==> src/rtl/mips_trace_pkg.sv <==
// Shared types for the MEM-stage store trace unit.
package mips_trace_pkg;

    localparam int unsigned TRACE_AW = 32;
    localparam int unsigned TRACE_DW = 32;

    typedef enum logic [1:0] {
        NONE = 2'b00,
        WORD = 2'b01,
        HALF = 2'b10,
        BYTE = 2'b11
    } memwrite_e;

    typedef enum logic [1:0] {
        ARMED   = 2'b00,
        CAPTURE = 2'b01,
        DONE    = 2'b10
    } trace_state_e;

    typedef struct packed {
        logic [TRACE_AW-1:0] addr;
        logic [TRACE_DW-1:0] data;
        logic [1:0]          size;
    } trace_entry_t;

    // A memwrite code other than NONE marks a store event.
    function automatic logic is_store(input logic [1:0] mw);
        return memwrite_e'(mw) != NONE;
    endfunction

endpackage

==> src/rtl/trace_fifo.sv <==
// Circular trace buffer with FWFT head, optional overwrite-oldest when full.
module trace_fifo
    import mips_trace_pkg::*;
#(
    parameter int unsigned DEPTH = 16,
    parameter type entry_t = trace_entry_t,
    localparam int unsigned PW = $clog2(DEPTH),
    localparam int unsigned CW = $clog2(DEPTH + 1)
) (
    input  logic          clk,
    input  logic          reset,
    input  logic          i_clear,
    input  logic          i_push,
    input  logic          i_pop,
    input  logic          i_overwrite_en,
    input  entry_t        i_din,
    output entry_t        o_head,
    output logic          o_full,
    output logic          o_empty,
    output logic [CW-1:0] o_count
);

    logic [PW-1:0] r_head;
    logic [PW-1:0] r_tail;
    logic [CW-1:0] r_count;
    entry_t        r_mem [DEPTH];

    logic w_do_pop;
    logic w_blocked;
    logic w_ovw;
    logic w_do_push;

    assign o_full    = (r_count == CW'(DEPTH));
    assign o_empty   = (r_count == '0);
    assign o_count   = r_count;
    assign w_do_pop  = i_pop && !o_empty;
    // Full with no same-cycle pop: either discard or recycle the oldest slot.
    assign w_blocked = i_push && o_full && !w_do_pop;
    assign w_ovw     = w_blocked && i_overwrite_en;
    assign w_do_push = i_push && (!w_blocked || i_overwrite_en);
    assign o_head    = o_empty ? entry_t'('0) : r_mem[r_head];

    // Pointer and occupancy update; clear wins over push/pop.
    always_ff @(posedge clk or negedge reset) begin
        if (!reset) begin
            r_head  <= '0;
            r_tail  <= '0;
            r_count <= '0;
        end else if (i_clear) begin
            r_head  <= '0;
            r_tail  <= '0;
            r_count <= '0;
        end else begin
            if (w_do_pop || w_ovw) r_head <= r_head + PW'(1);
            if (w_do_push)         r_tail <= r_tail + PW'(1);
            if (w_do_push && !w_do_pop && !w_ovw) r_count <= r_count + CW'(1);
            else if (w_do_pop && !w_do_push)      r_count <= r_count - CW'(1);
        end
    end

    // Entry storage; contents after clear/reset are never observed.
    always_ff @(posedge clk) begin
        if (w_do_push && !i_clear) r_mem[r_tail] <= i_din;
    end

endmodule

==> src/rtl/mem_write_tracer.sv <==
// Store-trace capture for the MEM-stage write port: trigger FSM, drop counter, clear.
module mem_write_tracer
    import mips_trace_pkg::*;
#(
    parameter int unsigned AW         = 32,
    parameter int unsigned DW         = 32,
    parameter int unsigned DEPTH      = 16,
    parameter int unsigned POST_COUNT = 0,
    parameter int unsigned CNTW       = 16
) (
    input  logic                         clk,
    input  logic                         reset,
    input  logic                         clear,
    input  logic [1:0]                   memwrite,
    input  logic [AW-1:0]                addr,
    input  logic [DW-1:0]                wdata,
    input  logic                         mode,
    input  logic                         trig_en,
    input  logic [AW-1:0]                trig_addr,
    output logic                         rd_valid,
    input  logic                         rd_ready,
    output logic [AW-1:0]                rd_addr,
    output logic [DW-1:0]                rd_data,
    output logic [1:0]                   rd_size,
    output logic [$clog2(DEPTH+1)-1:0]   count,
    output logic [CNTW-1:0]              dropped,
    output logic                         triggered,
    output logic                         done
);

    localparam int unsigned CW        = $clog2(DEPTH + 1);
    localparam int unsigned PCW       = $clog2(POST_COUNT + 2);
    localparam int unsigned POST_LAST = (POST_COUNT == 0) ? 0 : POST_COUNT - 1;

    typedef struct packed {
        logic [AW-1:0] addr;
        logic [DW-1:0] data;
        logic [1:0]    size;
    } entry_t;

    trace_state_e   r_state;
    trace_state_e   w_state_nxt;
    logic [PCW-1:0] r_post_cnt;
    logic [CNTW-1:0] r_dropped;
    logic           r_triggered;

    logic           w_store;
    logic           w_match;
    logic           w_push;
    logic           w_pop;
    logic           w_full;
    logic           w_empty;
    logic           w_drop;
    logic           w_accept;
    logic           w_last;
    logic [CW-1:0]  w_count;
    entry_t         w_din;
    entry_t         w_head;

    assign w_store  = is_store(memwrite);
    assign w_match  = ((addr ^ trig_addr) >> 2) == AW'(0);
    assign w_pop    = !w_empty && rd_ready;
    assign w_drop   = w_push && w_full && !w_pop;
    assign w_accept = w_push && !w_drop;
    assign w_last   = (POST_COUNT != 0) && w_accept && (r_post_cnt == PCW'(POST_LAST));
    assign w_din    = '{addr: addr, data: wdata, size: memwrite};

    // State register; clear re-arms.
    always_ff @(posedge clk or negedge reset) begin
        if (!reset)     r_state <= ARMED;
        else if (clear) r_state <= ARMED;
        else            r_state <= w_state_nxt;
    end

    // Next-state: first accepted capture leaves ARMED, post-trigger limit ends in DONE.
    always_comb begin
        w_state_nxt = r_state;
        case (r_state)
            ARMED:   if (w_push) w_state_nxt = w_last ? DONE : CAPTURE;
            CAPTURE: if (w_last) w_state_nxt = DONE;
            DONE:    w_state_nxt = DONE;
            default: w_state_nxt = ARMED;
        endcase
    end

    // Push request per state; trigger inputs only matter while ARMED.
    always_comb begin
        w_push = 1'b0;
        case (r_state)
            ARMED:   w_push = w_store && (!trig_en || w_match);
            CAPTURE: w_push = w_store;
            default: w_push = 1'b0;
        endcase
    end

    // Post-trigger count, saturating drop counter and trigger flag.
    always_ff @(posedge clk or negedge reset) begin
        if (!reset) begin
            r_post_cnt  <= '0;
            r_dropped   <= '0;
            r_triggered <= 1'b0;
        end else if (clear) begin
            r_post_cnt  <= '0;
            r_dropped   <= '0;
            r_triggered <= 1'b0;
        end else begin
            if ((POST_COUNT != 0) && w_accept) r_post_cnt <= r_post_cnt + PCW'(1);
            if (w_drop && (r_dropped != '1))   r_dropped  <= r_dropped + CNTW'(1);
            if ((r_state == ARMED) && trig_en && w_store && w_match) r_triggered <= 1'b1;
        end
    end

    trace_fifo #(
        .DEPTH   (DEPTH),
        .entry_t (entry_t)
    ) u_fifo (
        .clk            (clk),
        .reset          (reset),
        .i_clear        (clear),
        .i_push         (w_push),
        .i_pop          (w_pop),
        .i_overwrite_en (mode),
        .i_din          (w_din),
        .o_head         (w_head),
        .o_full         (w_full),
        .o_empty        (w_empty),
        .o_count        (w_count)
    );

    assign rd_valid  = !w_empty;
    assign rd_addr   = w_head.addr;
    assign rd_data   = w_head.data;
    assign rd_size   = w_head.size;
    assign count     = w_count;
    assign dropped   = r_dropped;
    assign triggered = r_triggered;
    assign done      = (r_state == DONE);

endmodule

==> config.mk <==
export PLATFORM = sky130hd
export DESIGN_NAME = mem_write_tracer
export DESIGN_NICKNAME = d
export VERILOG_FILES = /design/src/rtl/mips_trace_pkg.sv /design/src/rtl/trace_fifo.sv /design/src/rtl/mem_write_tracer.sv
export SDC_FILE = /design/constraint.sdc
export NUM_CORES = 1
export LEC_CHECK = 0
export BUFFER_PORTS_ARGS = -buffer_cell sky130_fd_sc_hd__buf_2
export CAP_MARGIN = 20
export CORE_UTILIZATION = 35
export DETAILED_ROUTE_END_ITERATION = 10
export GPL_TIMING_DRIVEN = 0
export PLACE_DENSITY_LB_ADDON = 0.08
export REMOVE_ABC_BUFFERS = 1
export SYNTH_ARGS = -nofsm -noshare
export SYNTH_HDL_FRONTEND = slang
export SYNTH_SLANG_ARGS = --single-unit
export TNS_END_PERCENT = 5
==> constraint.sdc <==
create_clock -name clk -period 4.3 [get_ports clk]
set_input_delay 0.43 -clock clk [delete_from_list [all_inputs] [get_ports clk]]
set_output_delay 0.43 -clock clk [all_outputs]
set_load 0.1 [all_outputs]
Word-level counts from Yosys, hierarchy flattened. Memories as Yosys holds them, arrays and structs flattened. Cells that the tools add are included.

Bits in registers: 32. Bits in latches: 0. Bits in writable memories: 1056. Bits in read-only memories: 0. Input port bits: 104. Memories kept: 1.

$add $sub $neg: 5. $mul: 0. Divide/modulo/power cells: 0. Magnitude comparators: 0. Equal/unequal tests: 6. Shifts and indexed selects: 0. Muxes and demuxes: 18. Bitwise logic cells: 1. Reductions and logical operators: 37.

Memories: u_fifo.r_mem (words 16, width 66, rd ports 1, clocked after memory_dff 0, wr ports 1, line trace_fifo.sv:26) `entry_t r_mem [DEPTH];`.

Operators with widths (count): $mux 66 (1); $logic_not 32->1 (1); $mux 16 (2); $xor 32x32->32 (1); $add 16x1->16 const B (1); $logic_and 1x1->1 (16); $mux 4 (4); $ne 16x16->1 const B (1); $mux 5 (3); $reduce_bool 2->1 (5); $add 4x1->4 const B (2); $logic_not 1->1 (8); $pmux 2 s3 (1); $add 5x1->5 const B (1); $eq 5x5->1 const B (1); $logic_not 5->1 (1); $sub 5x1->5 const B (1); $mux 1 (4); $mux 2 (2); $logic_or 1x1->1 (3); $ne 3x2->1 const B (1); $reduce_bool 3->1 (1); $eq 2x1->1 const B (1); $eq 2x2->1 const B (1); 4 further kinds (4).

Longest topological paths before layout.
Word-level depth: 15. Depth in mapped cells: 11. Depth with buffers taken out: 11.

Hierarchy. Synthesis repeated with hierarchy kept, for this count alone.

Cells, all modules: 1885. Area total of the unflattened synthesis: 42335.6 um^2.

By module, submodules not included: trace_fifo (instances 1, cells each 1730, area an instance 40916.7 um^2, sequential area each 32035.7 um^2); mem_write_tracer (instances 1, cells each 155, area an instance 1418.9 um^2, sequential area each 475.5 um^2).

Least setup slack after synthesis. Ideal clock, no wire load.

Path kind: register to register. Start point: register u_fifo.r_count[0], in the netlist u_fifo.o_count[0]. End point: memory u_fifo.r_mem[15][0] (netlist name), enable pin. Setup time: 432 ps. Data arrival time: 3538 ps. Required time: 3868 ps. Path slack: 330 ps. Cell stages (with the launch flop): 7. Buffers on the path: 1. Clock period less this slack: 3970 ps. Path through: dfrtp_1 -> nor4_2 -> nand3_1 -> nor2_1 -> nor2_1 -> clkbuf_1 -> and3_1.

Longest elaborated chain between the ends: 12.

RTL lines: start, declared (line trace_fifo.sv:25) `logic [CW-1:0] r_count;`; start signal, assigned (line trace_fifo.sv:56) `if (w_do_push && !w_do_pop && !w_ovw) r_count <= r_count + CW'(1);`; start signal, assigned (line trace_fifo.sv:57) `else if (w_do_pop && !w_do_push) r_count <= r_count - CW'(1);`; $logic_not 5->1 (line trace_fifo.sv:34) `assign o_empty = (r_count == '0);`; $logic_not 1->1 (line trace_fifo.sv:36, mem_write_tracer.sv:62); $logic_and 1x1->1 (line mem_write_tracer.sv:62) `assign w_pop = !w_empty && rd_ready;`; $logic_and 1x1->1 (line trace_fifo.sv:36) `assign w_do_pop = i_pop && !o_empty;`; $logic_not 1->1 (line trace_fifo.sv:38) `assign w_blocked = i_push && o_full && !w_do_pop;`; $logic_and 1x1->1 * (line trace_fifo.sv:38); $logic_not 1->1 * (line trace_fifo.sv:40) `assign w_do_push = i_push && (!w_blocked || i_overwrite_en);`; $logic_or 1x1->1 * (line trace_fifo.sv:40); $logic_and 1x1->1 * (line trace_fifo.sv:40); $logic_and 1x1->1 * (line trace_fifo.sv:63) `if (w_do_push && !i_clear) r_mem[r_tail] <= i_din;`; $mux 1 * (line trace_fifo.sv:63); $mux 1 (not written as such) * (line trace_fifo.sv:63); end, declared (line trace_fifo.sv:26).

Every way passes the cells marked *; elsewhere a longest branch is shown, timed or not.

Final worst setup path.
Start point: register u_fifo.r_head[1]. End point: output port rd_data[9].

Longest elaborated chain between the ends: 2.

RTL lines: start, declared (line trace_fifo.sv:23) `logic [PW-1:0] r_head;`; start signal, assigned (line trace_fifo.sv:54) `if (w_do_pop || w_ovw) r_head <= r_head + PW'(1);`; $mem_v2 16x66; $mux 66 (line trace_fifo.sv:41) `assign o_head = o_empty ? entry_t'('0) : r_mem[r_head];`; end, declared (line mem_write_tracer.sv:23) `output logic [DW-1:0] rd_data,`.

No other way between the ends.

==> flow_summary.ini <==
[routing]
drt_wl_total_mm = 112
drt_iter0_markers = 1680
first_pass_iters = 5
vias = 20132
drc_errors = 0
wire_per_inst_um = 29.5
final_antenna_net_count = 0
viasPerCell = 5.30

[clock_network]
clock_latency_ps = 690
cts.sinks = 1088
cts_buffers = 117
htree_num_levels = 3
cts_tree = done
clk_pin_slew_worst_paths_ps = 60
cts-root-buf = clkbuf_16
max-clock-path-buffers = 3

[floorplanning]
core_area_mm2 = 0.120
die_area_mm2 = 0.122
die_h_um = 350
io_pins = 194
fp.dieW_um = 350
row_count = 127
start_util = 0.353

[worst_hold_path]
min_path_type = in -> reg

[layout]
fin_nets = 2202
nFillCells = 10507
drive_gt1_frac = 0.350
finalInstanceArea_mm2 = 0.0501
syn_to_final_growth_pct = 18.1
regArea_mm2 = 0.0325
multi_input_area_mm2 = 0.00964

[setup_path]
crit_top_cell = buf_16
crit_chain = buf_16 -> buf_16 -> buf_16 -> mux4_2 -> mux4_2 -> and2_1 -> buf_6
cp_slowest_cell = dfrtp_4
critPathKind = reg -> out
required_ps = 3870
worst_setup_path_start_kind = flip-flop
crit_path_end_kind = output port
cp_max_fo = 48
worst_path_largest_cell_delay_ps = 800
cp.arrival_ps = 3790

[synthesis]
synth_cell_types = 43
synthCells = 1815
ys_ff_latch = 1088
async_reset_ff_frac = 0.0294
synth_top_flop_cell = edfxtp_1
synth-seq-area-share = 0.767
synth-edff-count = 1056
synth_top_area_cell = edfxtp_1
ys_top_cells_by_area = edfxtp_1, mux4_2, dfrtp_1
synthesis.area_mm2 = 0.0424
yosysTopAreaCellShare = 0.748
syn_avg_cell_area_um2 = 23.4
yosys_warnings = 0

[global_routing]
antenna_found_initial = 15
grt_usage = 0.185
grt_pass1_wl_mm = 159
grt_pass1_vias = 21825
grt_overflow_total = 0
grt_max_degree = 50

[timing]
hold_viol = 0
whs_ps = 110
rsz0062_at_grt = yes
min_period_ps = 4220
worst_pin_slew_ps = 1080
slew_violations = 0
clock-skew-final_ps = 25.1
finalSetupViolCount = 0
finalCritPeriodShare = 0.981
relSlewSlack = 0.273
fmax_ghz = 0.237

[place]
dp_hpwl_mm = 57.8
dpl-instance-area_mm2 = 0.0461
gp_congestion = 0.682
port_buffers = 191

[power]
p_leak_nw = 15.6
irDropWorstVdd_uv = 426
power_density_mw_per_mm2 = 605

[run_status]
status = finished, final reports clean

[flow_run]
cap_violations = 0
-- flip-flops by register name, summed over array words and instances, names as in the netlist --
signal          flops
u_fifo.o_count      5
u_fifo.r_tail       4
triggered           1
r_state             2
u_fifo.r_head       4
u_fifo.r_mem     1056
dropped            16
-- cell families after synthesis --
| group | synth area share |
|---|---|
| flip-flops | 0.767 |
| multiplexers | 0.180 |
| AND/OR/NAND/NOR | 0.0262 |
| buffers and inverters | 0.0101 |
| AO/OA/AOI/OAI | 0.00685 |
| XOR/XNOR | 0.00661 |
| adder cells (fa/ha/maj) | 0.00342 |
-- report_power, final --
part	total, W	internal [W]	switching [W]
sequential	0.0119	0.0118	0.000100
clock	0.00958	0.00556	0.00402
combinational	0.00884	0.00296	0.00587
total	0.0303	0.0203	0.0100
-- synthesized netlist by cell type (8+ instances only) --
library cell,count
or4_1,10
nand2_1,10
buf_2,28
nor3_1,9
a21oi_1,19
clkbuf_1,61
mux4_2,330
inv_1,8
dfrtp_1,32
xor2_1,30
mux2_2,12
edfxtp_1,1056
nand3_1,15
ha_1,10
and3_1,20
and2_1,66
o31ai_1,10
nor2_1,21
nor2b_1,16
-- critical path, delay by kind of cell, from the launching register on --
| family | cells | cell delay, ps |
|---|---|---|
| flip-flops | 1 | 800 |
| AND/OR/NAND/NOR | 1 | 230 |
| buffers and inverters | 4 | 1130 |
| multiplexers | 2 | 830 |
-- metal layers --
layer / global-route usage / up-vias / routed length (um)
li1: - / 8320 / -
met1: 0.258 / 11056 / 49800
met2: 0.295 / 569 / 53600
met3: 0.0348 / 177 / 5670
met4: 0.0521 / 10 / 2990
met5: 0 / - / 55
-- metrics by stage --
step / setup WS [ps] / cells / TNS [ps] / utilization / power, W
floorplan: -7950 / 1720 / -550760 / - / 0.0179
global placement: -13900 / 3523 / -5591960 / 0.375 / 0.0187
detailed placement: -1570 / 3565 / -1337760 / 0.385 / 0.0209
CTS: -53.7 / 3795 / -144 / 0.417 / 0.0307
global route: -141 / 3797 / -890 / 0.417 / 0.0314
finish: 82.3 / 3798 / 0 / 0.417 / 0.0303
-- what timing repair did --
item | CTS | global route
endpoints found under the hold margin | 32 | 0
pin swaps | 10 | 1
setup buffers | 2 | 2
cloned | 10 | 0
hold buffers | 1 | 0
setup endpoints to repair | 1081 | 147
gates resized for setup | 29 | 11
-- worst paths after layout --
| kind | depth (start not counted) | slack, ps | from | to |
|---|---|---|---|---|
| setup / recovery | 7 | 80 | u_fifo.r_head[1] | rd_data[9] |
| hold / removal | 1 | 110 | addr[0] | u_fifo.r_mem[14][34] |
| setup reg to reg | 11 | 330 | u_fifo.o_count[0] | u_fifo.o_count[4] |
| hold reg to reg | 1 | 470 | r_state[1] | r_state[0] |
| max in group asynchronous | 2 | 3380 | reset | u_fifo.r_head[2] |
| min in group asynchronous | 2 | 350 | reset | triggered |
-- placed cells by master, fill, tap and decap left out, types with 12 or more instances in the layout --
master        n
buf_2       178
nor2b_1      16
edfxtp_1   1056
a21oi_1      19
buf_16       34
mux2_2       12
mux4_2      330
and3_4       16
nand3_1      15
xor2_1       30
nor2_1       20
clkinv_1     42
clkinv_2     12
clkbuf_1     31
clkbuf_16   122
and2_1       65
dfrtp_1      28
-- area by class of cell --
type / count / share of cell area
multi-input cells: 634 / 0.193
inverters: 8 / 0.000650
diodes: 1 / 0.0000500
clock inverters: 64 / 0.00947
well taps: 1612 / 0.0403
clock buffers: 153 / 0.0633
repair buffers: 238 / 0.0440
flip-flops and latches: 1088 / 0.650
Power figures use the tool's default switching activity.
